<file path="config.mk">
export PLATFORM = sky130hd
export DESIGN_NAME = vsbuf_ctrl
export DESIGN_NICKNAME = d
export VERILOG_FILES = /design/src/rtl/vsbuf_ctrl.sv
export SDC_FILE = /design/constraint.sdc
export NUM_CORES = 1
export LEC_CHECK = 0
export CAP_MARGIN = 10
export CORE_UTILIZATION = 38
export CTS_BUF_LIST = sky130_fd_sc_hd__clkbuf_8
export DETAILED_ROUTE_END_ITERATION = 6
export GPL_TIMING_DRIVEN = 0
export PLACE_DENSITY_LB_ADDON = 0.3
export SYNTH_ARGS = -nofsm -noshare
export SYNTH_HDL_FRONTEND = slang
export SYNTH_SLANG_ARGS = --single-unit
</file>
<file path="constraint.sdc">
create_clock -name clk -period 7 [get_ports clk]
set_input_delay 1.05 -clock clk [delete_from_list [all_inputs] [get_ports clk]]
set_output_delay 1.05 -clock clk [all_outputs]
set_load 0.005 [all_outputs]
</file>
<file path="src/rtl/vsbuf_ctrl.sv">
// Frame-buffer ring controller: hands the writer and the reader buffer indices,
// either at a fixed frame lag (MODE 0) or as latest-complete with collision avoidance (MODE 1).
module vsbuf_ctrl #(
  parameter int BUF_LENTH = 3,
  parameter int BUF_DELAY = 1,
  parameter int MODE      = 0
) (
  input  logic        clk,
  input  logic        rst,
  input  logic        wr_frame_start,
  input  logic        wr_frame_done,
  input  logic        rd_frame_start,
  output logic [7:0]  wr_bufn,
  output logic [7:0]  rd_bufn,
  output logic        rd_valid,
  output logic [15:0] drop_cnt,
  output logic [15:0] rep_cnt
);

  localparam logic [0:0] ST_IDLE    = 1'b0;
  localparam logic [0:0] ST_WRITING = 1'b1;

  localparam logic [7:0] LEN    = 8'(BUF_LENTH);
  localparam logic [7:0] RD_LAG = 8'(BUF_LENTH - 1 - BUF_DELAY);
  localparam logic [7:0] RD_RST = (MODE == 0) ? 8'((BUF_LENTH - 1 - BUF_DELAY) % BUF_LENTH)
                                              : 8'(BUF_LENTH - 1);

  // Operands are always < LEN and k < LEN, so one conditional subtract wraps correctly.
  function automatic logic [7:0] wrap_add(input logic [7:0] a, input logic [7:0] k);
    logic [7:0] s;
    s = a + k;
    if (s >= LEN) begin
      s = s - LEN;
    end else begin
      s = s;
    end
    return s;
  endfunction

  function automatic logic [15:0] sat_add(input logic [15:0] c, input logic [1:0] inc);
    logic [16:0] s;
    s = {1'b0, c} + {15'd0, inc};
    if (s[16]) begin
      return 16'hFFFF;
    end else begin
      return s[15:0];
    end
  endfunction

  logic [0:0]  state_q, state_d;
  logic [7:0]  wr_bufn_q, wr_bufn_d;
  logic [7:0]  rd_bufn_q, rd_bufn_d;
  logic [7:0]  last_done_q, last_done_d;
  logic        done_valid_q, done_valid_d;
  logic        rd_valid_q, rd_valid_d;
  logic        handed_q, handed_d;
  logic [15:0] drop_cnt_q, drop_cnt_d;
  logic [15:0] rep_cnt_q, rep_cnt_d;

  logic        done_acc;
  logic [7:0]  cand;
  logic        drop_unread;
  logic        drop_block;
  logic        rep_inc;

  // Next-state logic for the writer FSM, buffer indices and event counters.
  always_comb begin
    state_d      = state_q;
    wr_bufn_d    = wr_bufn_q;
    rd_bufn_d    = rd_bufn_q;
    last_done_d  = last_done_q;
    done_valid_d = done_valid_q;
    rd_valid_d   = rd_valid_q;
    handed_d     = handed_q;
    drop_unread  = 1'b0;
    drop_block   = 1'b0;
    rep_inc      = 1'b0;
    done_acc     = (state_q == ST_WRITING) && wr_frame_done;
    cand         = wrap_add(wr_bufn_q, 8'd1);

    case (state_q)
      ST_IDLE:    state_d = wr_frame_start ? ST_WRITING : ST_IDLE;
      ST_WRITING: state_d = wr_frame_done ? ST_IDLE : ST_WRITING;
      default:    state_d = ST_IDLE;
    endcase

    if (done_acc) begin
      last_done_d  = wr_bufn_q;
      done_valid_d = 1'b1;
      rd_valid_d   = 1'b1;
    end else begin
      last_done_d  = last_done_q;
      done_valid_d = done_valid_q;
      rd_valid_d   = rd_valid_q;
    end

    if (MODE == 0) begin
      wr_bufn_d = done_acc ? cand : wr_bufn_q;
      rd_bufn_d = rd_frame_start ? wrap_add(wr_bufn_d, RD_LAG) : rd_bufn_q;
    end else begin
      // handed_q: the current last_done has already been given to the reader.
      if (rd_frame_start && done_acc) begin
        rd_bufn_d = wr_bufn_q;
        handed_d  = 1'b1;
      end else if (rd_frame_start && done_valid_q) begin
        rd_bufn_d = last_done_q;
        handed_d  = 1'b1;
        rep_inc   = handed_q;
      end else if (rd_frame_start) begin
        rd_bufn_d = rd_bufn_q;
        rep_inc   = 1'b1;
      end else if (done_acc) begin
        handed_d  = 1'b0;
      end else begin
        handed_d  = handed_q;
      end

      drop_unread = done_acc && done_valid_q && !handed_q;

      // Collision check uses rd_bufn_d so a coincident read is already accounted for.
      if (!done_acc) begin
        wr_bufn_d = wr_bufn_q;
      end else if (cand != rd_bufn_d) begin
        wr_bufn_d = cand;
      end else if (BUF_LENTH >= 3) begin
        wr_bufn_d = wrap_add(wr_bufn_q, 8'd2);
      end else begin
        wr_bufn_d  = wr_bufn_q;
        drop_block = 1'b1;
      end
    end

    drop_cnt_d = sat_add(drop_cnt_q, {1'b0, drop_unread} + {1'b0, drop_block});
    rep_cnt_d  = sat_add(rep_cnt_q, {1'b0, rep_inc});
  end

  // State registers with asynchronous reset.
  always_ff @(posedge clk or posedge rst) begin
    if (rst) begin
      state_q      <= ST_IDLE;
      wr_bufn_q    <= 8'd0;
      rd_bufn_q    <= RD_RST;
      last_done_q  <= 8'd0;
      done_valid_q <= 1'b0;
      rd_valid_q   <= 1'b0;
      handed_q     <= 1'b0;
      drop_cnt_q   <= 16'd0;
      rep_cnt_q    <= 16'd0;
    end else begin
      state_q      <= state_d;
      wr_bufn_q    <= wr_bufn_d;
      rd_bufn_q    <= rd_bufn_d;
      last_done_q  <= last_done_d;
      done_valid_q <= done_valid_d;
      rd_valid_q   <= rd_valid_d;
      handed_q     <= handed_d;
      drop_cnt_q   <= drop_cnt_d;
      rep_cnt_q    <= rep_cnt_d;
    end
  end

  assign wr_bufn  = wr_bufn_q;
  assign rd_bufn  = rd_bufn_q;
  assign rd_valid = rd_valid_q;
  assign drop_cnt = drop_cnt_q;
  assign rep_cnt  = rep_cnt_q;

endmodule
</file>
==> flow_metrics.tcl <==
set metrics [dict create \
    dp_hpwl_um 2838 \
    coreArea_um2 4414 \
    htree_levels 1 \
    final_core_util_pct 50.09 \
    synthTopCellsByArea "dfrtp_1 24%, buf_4 14%, xnor2_1 4.5%" \
    setup_viol_count_final 0 \
    status "finished, final reports clean" \
    maxSlewHeadroom_pct 51.48 \
    hold_buffers 0 \
    start_kind "register" \
    worst_ep_arrival_time_ns 4.81 \
    die_x_um 70.14 \
    finalNetCount 273 \
    end_kind "register" \
    path_max_fanout 10 \
    ys.flop_type "dfrtp_1" \
    p_total_w 0.0008448 \
    die_area_um2 4919 \
    num_rows 24 \
    grt_pass1_vias 1304 \
    fin_crit_ns 4.618 \
    antenna_cells 0 \
    grt_max_degree 19 \
    clkLatencyLatePin_ns 0.25 \
    clk_pin_slew_ns 0.07 \
    powerDensity_nw_per_um2 382.1 \
    start_util_pct 39.97 \
    yosysTopAreaCellShare_pct 24.11 \
    synthCells 207 \
    antenna_found_initial 0 \
    hold_ws_ns 0.4883 \
    drtPass1Iterations 4 \
    drt.antenna.violating_nets 0 \
    vdd_drop_max_uv 194.2 \
    wirelength_um 3631 \
    grt_pass1_wl_um 6237 \
    syn_area_per_cell_um2 8.523 \
    clock_path_buffers 2 \
    netlist_area_um2 1764 \
    holdCritPathClass "reg -> reg" \
    viasPerCell 4.857 \
    cts_setup_buffers 0 \
    fill_cells 424 \
    finalMaxSlewViolations 0 \
    finalCritPeriodShare_pct 65.97 \
    drc 0 \
    port_buffers 21 \
    drive_gt1_share_pct 19.77 \
    numCtsBuffers 3 \
    stdcell_count 315 \
    yosysSeqAreaShare_pct 25.60 \
    vias 1530 \
    mostFrequentLayoutCells "33 x buf_4, 32 x conb_1, 21 x clkdlybuf4s50_1, 17 x dfrtp_1, 16 x nand2_1" \
    area_growth_pct 25.32 \
    cts.repair.resized 0 \
    synthDistinctLibCells 59 \
    initialDrtViolationCount 68 \
    synth_seq_cells 18 \
    cts_tree "done" \
    grt_setup_unrepaired "false" \
    finalHoldViolations 0 \
    timing.fmax_mhz 216.6 \
    layout_commonest_cell "buf_4" \
    tns_ns 0 \
    drv_cap 0 \
    async_reset_ff_share_pct 100.0 \
    ios 54 \
    required_ns 7.19 \
    p_leak_nw 0.9697 \
    die_y_um 70.14 \
    tightest_slew_ns 0.7183 \
    dp.cells 311 \
    finClkSkew_ns 0.002268 \
    synth.largest_area_cell "dfrtp_1" \
    critPathKind "reg -> reg" \
    synth_edf_count 0 \
    cts_root_buf "clkbuf_8" \
    cts.sinks 18 \
    wl_per_cell_um 11.53 \
    grt_usage_pct 15.42 \
    gp_congestion 0.8375 \
    ys_warn_count 0 \
    overflow 0 \
]
through the flow:
stage          instance area, um2  worst slack (ns)
6_report                     2211             2.382
5_1_grt                      2211             2.030
4_1_cts                      2211             2.395
3_5_place_dp                 2156             2.308
3_3_place_gp                 2156             2.338
2_1_floorplan                1881             2.840
metal layers:
| metal | track usage, % | vias up | share of wire, % |
|---|---|---|---|
| met2 | 22.22 | 47 | 44 |
| met1 | 23.06 | 673 | 50 |
| met3 | 3.030 | 4 | 5.4 |
| met4 | 4.667 | 0 | 1.0 |
| met5 | 0 | - | 0 |
| li1 | - | 806 | - |
critical path, cell delays in order, from the launching register on:
cell,delay [ns]
dfrtp_1,0.40
buf_2,0.24
inv_1,0.12
ha_1,0.25
or4_1,0.40
o41a_1,0.23
a2111oi_4,0.38
nand2_1,0.12
xnor2_1,0.41
inv_1,0.12
ha_1,0.26
nand3_1,0.13
or4b_2,0.61
and3_4,0.19
or4_1,0.46
a31o_1,0.22
path summary, 6_finish.rpt:
kind                                  from          to  slack, ns  cells past startpoint
worst max-delay path            wr_bufn[0]  rd_bufn[0]       2.38                     15
worst min-delay path               state_q     state_q       0.49                      1
worst max register to register  wr_bufn[0]  rd_bufn[0]       2.38                     15
worst min register to register     state_q     state_q       0.49                      1
max in group asynchronous              rst  rd_bufn[3]       5.34                      2
min in group asynchronous              rst  rd_bufn[2]       1.20                      2
registers in the layout (all words and copies together), names as in the netlist:
register,cells
rd_bufn,8
state_q,1
wr_bufn,8
rd_valid,1
power breakdown:
group	switching [W]	leakage (nW)	total [W]	internal (W)
logic	0.000302	0.734	0.000569	0.000267
clock network	0.0000355	0.0288	0.0000855	0.0000500
registers	0.0000434	0.207	0.000190	0.000146
synthesized netlist by cell type (all sizes together), types with 2 or more instances:
cell type and number:
o32a 2, nand4 5, o211ai 3, o21ai 5, o41ai 3, a22oi 2, xnor2 9, o21a 3
a31oi 5, a211o 2, or2 3, nor3 2, nand2 16, nor4 2, clkbuf 3, nor2 9
and3 3, or4 6, dfrtp 17, o31ai 4, or3 2, a21oi 5, nand3 8, mux2i 3
or4b 2, buf 37, a31o 2, a21o 4, xor2 6, ha 4, and2 4, o41a 2
nor2b 2, inv 7
cell type report:
| cell class | count | area [um2] | share of cell area (%) |
|---|---|---|---|
| well taps | 52 | 65.06 | 2.943 |
| inverters | 8 | 30.03 | 1.358 |
| repair buffers | 21 | 210.2 | 9.508 |
| flip-flops and latches | 18 | 451.7 | 20.43 |
| plain buffers | 40 | 285.3 | 12.90 |
| clock buffers | 4 | 55.05 | 2.490 |
| multi-input cells | 172 | 1114 | 50.37 |
cells by family (layout without fill, tap and decap cells):
family	Yosys count	after routing	share of synthesized area, %
and+or+nand+nor	69	69	22.06
AOI/OAI and AO/OA	49	49	22.27
buffers and inverters	48	73	17.87
DFF	18	18	25.60
xor gates and xnor gates	15	15	7.447
adders and majority gates	4	4	2.837
muxes	3	3	1.702
other	1	32	0.2126
Note: power is estimated with default switching activity, not from simulation.
